## config.mk

```make
export PLATFORM = sky130hd
export DESIGN_NAME = uart_rx_frame_ctrl
export DESIGN_NICKNAME = d
export VERILOG_FILES = /design/src/rtl/uart_rx_frame_ctrl.sv
export SDC_FILE = /design/constraint.sdc
export NUM_CORES = 1
export LEC_CHECK = 0
export BUFFER_PORTS_ARGS = -buffer_cell sky130_fd_sc_hd__buf_4
export CORE_UTILIZATION = 40
export CTS_CLUSTER_DIAMETER = 120
export CTS_CLUSTER_SIZE = 30
export DETAILED_ROUTE_END_ITERATION = 6
export GPL_ROUTABILITY_DRIVEN = 0
export PLACE_DENSITY = 0.6
export SLEW_MARGIN = 30
export SYNTH_ARGS = -nofsm -noshare
export SYNTH_HDL_FRONTEND = slang
export SYNTH_SLANG_ARGS = --single-unit
```

## constraint.sdc

```tcl
create_clock -name sys_clk -period 3.4 [get_ports sys_clk]
set_input_delay 0.34 -clock sys_clk [delete_from_list [all_inputs] [get_ports sys_clk]]
set_output_delay 0.34 -clock sys_clk [all_outputs]
set_load 0.05 [all_outputs]
```

## src/rtl/uart_rx_frame_ctrl.sv

```systemverilog
// uart_rx_frame_ctrl: frames the RX byte stream (SOF, LEN, payload, CHK) and streams good payloads out.
module uart_rx_frame_ctrl #(
  parameter logic [7:0] SOF_BYTE    = 8'hAA,
  parameter int         MAX_LEN     = 16,
  parameter int         TIMEOUT_CYC = 50000
) (
  input  logic       sys_clk,
  input  logic       rst_n,
  input  logic       enable,
  input  logic       rx_done_sig,
  input  logic [7:0] rx_data,
  output logic       rx_en_sig,
  output logic       pkt_valid,
  input  logic       pkt_ready,
  output logic [7:0] pkt_byte,
  output logic       pkt_last,
  output logic       frame_err,
  output logic       overrun,
  output logic       busy
);
  localparam int LW = $clog2(MAX_LEN + 1);
  localparam int CW = $clog2(TIMEOUT_CYC + 1);
  typedef enum logic [2:0] {IDLE, HUNT, LEN, PAYLOAD, CHECK, DRAIN, ERR} state_t;
  state_t state, nxt;
  logic d_v;
  logic [7:0] d_b, chk;
  logic [LW-1:0] len, wr_ptr, rd_ptr;
  logic [CW-1:0] cnt;
  logic [7:0] mem [2**LW];
  logic acc, timed, hit, len_ok;
  assign acc = state == DRAIN && pkt_ready;
  assign timed = state inside {LEN, PAYLOAD, CHECK};
  // a byte arriving or pending in the same cycle beats the timeout
  assign hit = timed && !rx_done_sig && !d_v && cnt == CW'(TIMEOUT_CYC);
  assign len_ok = d_b != 8'd0 && {24'd0, d_b} <= 32'(MAX_LEN);
  always_comb begin
    case (state)
      IDLE:    nxt = HUNT;
      HUNT:    nxt = d_v && d_b == SOF_BYTE ? LEN : HUNT;
      LEN:     nxt = d_v ? (len_ok ? PAYLOAD : ERR) : hit ? ERR : LEN;
      PAYLOAD: nxt = d_v ? (wr_ptr == len - LW'(1) ? CHECK : PAYLOAD) : hit ? ERR : PAYLOAD;
      CHECK:   nxt = d_v ? (d_b == chk ? DRAIN : ERR) : hit ? ERR : CHECK;
      DRAIN:   nxt = acc && pkt_last ? HUNT : DRAIN;
      default: nxt = HUNT;
    endcase
    if (!enable) nxt = IDLE;
  end
  always_ff @(posedge sys_clk or negedge rst_n)
    if (!rst_n) begin
      state <= IDLE;
      d_v <= 1'b0;
      d_b <= 8'd0;
      chk <= 8'd0;
      len <= '0;
      wr_ptr <= '0;
      rd_ptr <= '0;
      cnt <= '0;
      rx_en_sig <= 1'b0;
      pkt_valid <= 1'b0;
      pkt_byte <= 8'd0;
      pkt_last <= 1'b0;
      frame_err <= 1'b0;
      overrun <= 1'b0;
      busy <= 1'b0;
    end else begin
      state <= nxt;
      d_v <= rx_done_sig;
      d_b <= rx_done_sig ? rx_data : d_b;
      rx_en_sig <= nxt != IDLE;
      busy <= !(nxt inside {IDLE, HUNT});
      pkt_valid <= nxt == DRAIN;
      frame_err <= nxt == ERR;
      overrun <= enable && state == DRAIN && d_v;
      cnt <= timed && !rx_done_sig ? cnt + CW'(1) : '0;
      if (state == LEN && d_v) begin
        len <= d_b[LW-1:0];
        chk <= d_b;
        wr_ptr <= '0;
      end
      if (state == PAYLOAD && d_v) begin
        chk <= chk + d_b;
        wr_ptr <= wr_ptr + LW'(1);
      end
      rd_ptr <= state != DRAIN ? '0 : acc ? rd_ptr + LW'(1) : rd_ptr;
      // output byte is prefetched so it is registered and stable while stalled
      pkt_byte <= nxt != DRAIN ? 8'd0 : state != DRAIN ? mem[0] : acc ? mem[rd_ptr + LW'(1)] : pkt_byte;
      pkt_last <= nxt == DRAIN && (state != DRAIN ? len == LW'(1) : acc ? rd_ptr + LW'(1) == len - LW'(1) : pkt_last);
    end
  always_ff @(posedge sys_clk)
    if (state == PAYLOAD && d_v) mem[wr_ptr] <= d_b;
endmodule
```

==> results.sh <==
export IMPL_ys_flop_type="edfxtp_1"
export IMPL_track_usage_pct=17.1
export IMPL_fin_area_um2=15000
export IMPL_worstHoldPathType="in2reg"
export IMPL_ant_nets=0
export IMPL_yosysSeqAreaShare_pct=68.3
export IMPL_setup_viol=0
export IMPL_setup_tns_ns=0
export IMPL_synthCells=848
export IMPL_min_from="rx_done_sig"
export IMPL_synthTopCellsByCount="edfxtp_1 (256), nor2_1 (85), mux4_2 (66), dfrtp_1 (65), nand2_1 (43)"
export IMPL_vdd_drop_max_uv=259
export IMPL_clkTransAtPathRegs_ns=0.12
export IMPL_final_util_pct=44.7
export IMPL_drc_errors=0
export IMPL_dieArea_um2=34900
export IMPL_io_pins=27
export IMPL_grt_max_degree=71
export IMPL_syn_area_um2=13600
export IMPL_critical_path_max_stage_delay_ns=0.86
export IMPL_cp_required_ns=3.83
export IMPL_rows=67
export IMPL_synth_seq_cells=321
export IMPL_via_per_inst=5.37
export IMPL_yosysMostFrequentCell="edfxtp_1"
export IMPL_numPortBuffers=26
export IMPL_max_slew_worst_pin_slew_ns=0.948
export IMPL_clkSinkCount=321
export IMPL_r2r_end="pkt_byte[1]"
export IMPL_dieHeight_um=187
export IMPL_critical_path_arrival_ns=3.49
export IMPL_clock_power_share_pct=30.7
export IMPL_synth_top_area_cell="edfxtp_1"
export IMPL_core_um2=33500
export IMPL_diodes=0
export IMPL_htree_levels=1
export IMPL_startpoint_type="flip-flop"
export IMPL_yosysTopAreaCellShare_pct=56.3
export IMPL_clockBufferDepth=3
export IMPL_period_share_pct=89.9
export IMPL_finalPower_mw=6.58
export IMPL_drv_cap=0
export IMPL_cts_made_buffers=14
export IMPL_synthTopCellsByArea="edfxtp_1 (56%), dfrtp_1 (12%), mux4_2 (11%)"
export IMPL_p_sw_share_pct=20.9
export IMPL_synth_cell_types=58
export IMPL_hold_depth=1
export IMPL_drtIter0Drc=608
export IMPL_async_flop_share_pct=20.2
export IMPL_nets=918
export IMPL_reg2reg_slack_ns=0.34
export IMPL_path_cells="inv_1 -> ha_1 -> xor2_1 -> nand4_1 -> mux2i_1 -> nand3_1 -> a211o_1 -> or4b_1 -> a21oi_2"
export IMPL_dr_pass1_iters=5
export IMPL_min_to="d_v"
export IMPL_finClkSkew_ns=0.0259
export IMPL_cts_tree="yes"
export IMPL_area_delta_synth_final_pct=9.90
export IMPL_combPwrFrac_pct=3.5
export IMPL_die_w_um=187
export IMPL_fin_crit_ns=3.06
export IMPL_relSlewSlack_pct=36.6
export IMPL_start_util_pct=40.7
export IMPL_max_freq_mhz=327
export IMPL_grt_pass1_vias=7324
export IMPL_r2r_start="len[0]"
export IMPL_overflow=0
export IMPL_vias=7217
export IMPL_slew_violations=0
export IMPL_p_switching_mw=1.37
export IMPL_cts_root_buf="clkbuf_16"
export IMPL_placed_cell_area_um2=14600
export IMPL_antenna_found_initial=0
export IMPL_clk_latency_ns=0.51
export IMPL_finalHoldViolations=0
export IMPL_r2r_cells=9
export IMPL_yosys_warnings=0
export IMPL_crit_slowest_cell="or4b_1"
export IMPL_critPathKind="reg2reg"
export IMPL_drive_gt1_share_pct=19.6
export IMPL_synth_nets=878
export IMPL_worst_setup_path_end_kind="flip-flop"
export IMPL_internal_power_mw=5.21
export IMPL_whs_ns=0.0504
export IMPL_rsz0062_at_grt="no"
export IMPL_power_per_cell_area_nw_per_um2=439
export IMPL_path_max_fanout=10
export IMPL_grt_pass1_wl_um=45500
export IMPL_routed_wl_um=29300
export IMPL_leakagePower_nw=4.98
export IMPL_power_frac_seq_pct=65.8
export IMPL_outcome="completed"
export IMPL_wl_per_cell_um=21.8
export IMPL_cts_setup_buffers=0
export IMPL_synth_edf_count=256
export IMPL_synth_area_per_cell_um2=16.1
export IMPL_hpwl_um=18700
-- worst max-delay path by stage --
stage	start	to	slack [ns]	depth (start not counted)
floorplan	d_b[4]	pkt_byte[0]	0.67	9
global placement	len[0]	pkt_byte[4]	0.46	9
detailed placement	len[0]	pkt_byte[5]	0.41	9
CTS	len[0]	pkt_byte[1]	0.36	9
global route	len[0]	pkt_byte[7]	0.16	9
finish	len[0]	pkt_byte[1]	0.34	9
-- state kept, by name (all words and copies together) (netlist names) --
register	flops
mem	256
cnt	16
chk	8
d_b	8
pkt_byte	8
len	5
rd_ptr	5
wr_ptr	5
state	3
busy	1
d_v	1
frame_err	1
overrun	1
pkt_last	1
pkt_valid	1
rx_en_sig	1
-- metrics by stage --
stage               worst slack, ns  std cells
CTS                           0.364       1344
finish                        0.344       1344
detailed placement            0.413       1318
global route                  0.156       1344
floorplan                     0.665        848
global placement              0.463       1318
-- cell usage in the layout (no fill, tap or decap), types with 3 or more instances in the layout --
cell type  Yosys  layout
edfxtp_1     256     256
and2_1         8       8
xor2_1        25      24
ha_1          16      15
nand3b_1       3       3
mux4_2        66      66
clkbuf_16      0      15
o21ai_0       17      17
nand2_1       43      43
nand4_1        6       6
nor2_1        85      85
xnor2_1       17      16
nand3_1       25      25
buf_4          0      62
nor3_1         6       6
nor2b_1        4       4
and3_1         9       9
o211ai_1       8       8
dfrtp_1       65      64
a211oi_1      16      16
clkbuf_1      28       8
a21oi_2        7       7
nor3b_1       12      12
mux2i_1       18      18
mux2_2        10      10
or4_1          3       3
a21oi_1       20      20
a21o_1         6       6
inv_1         14      14
-- per-layer routing --
metal | vias to the layer above | global-route usage [%] | wire [um]
li1 | 3320 | - | -
met1 | 3754 | 25.5 | 14000
met2 | 125 | 27.6 | 13900
met3 | 18 | 1.92 | 1100
met4 | 0 | 2.55 | 260
met5 | - | 0 | 0
-- cells by family after synthesis --
logic type	count (synthesis)	share of synthesized area (%)
buf+inv	58	1.71
xor+xnor	42	2.70
simple gates	226	8.16
flops	321	68.3
compound gates	90	4.51
fa+ha+maj	17	1.61
mux	94	13.0
-- power by group through the flow --
| stage | Combinational (mW) | Clock, mW | Sequential (mW) |
|---|---|---|---|
| after floorplan | 0.0689 | 0 | 4.45 |
| after global placement | 0.229 | 0 | 4.41 |
| after detailed placement | 0.232 | 0 | 4.42 |
| after CTS | 0.234 | 2.08 | 4.33 |
| after global routing | 0.256 | 2.18 | 4.33 |
| final | 0.232 | 2.02 | 4.33 |
-- layout make-up --
class / count / area (um2)
Inverter: 16 / 60.1
Multi-Input combinational cell: 469 / 4120
Clock buffer: 23 / 405
Clock inverter: 1 / 11.3
Fill cell: 3001 / 18500
Tap cell: 448 / 561
Timing Repair Buffer: 66 / 517
Sequential cell: 321 / 9320
-- worst max-delay path, delay by kind of cell (launching register included) --
kind	cells	cell delay, ns
AO/OA/AOI/OAI	2	0.56
buffers and inverters	1	0.08
multiplexers	1	0.20
flip-flops	1	0.47
adder cells (fa/ha/maj)	1	0.34
XOR/XNOR	1	0.20
AND/OR/NAND/NOR	3	1.11
-- what timing repair did --
| item | 4_1_cts | 5_1_grt |
|---|---|---|
| hold endpoints to repair | 66 | 0 |
| hold buffers | 2 | 0 |
| gates resized for setup | 0 | 0 |
| setup endpoints to repair | 0 | 0 |
Power figures use the tool's default switching activity.
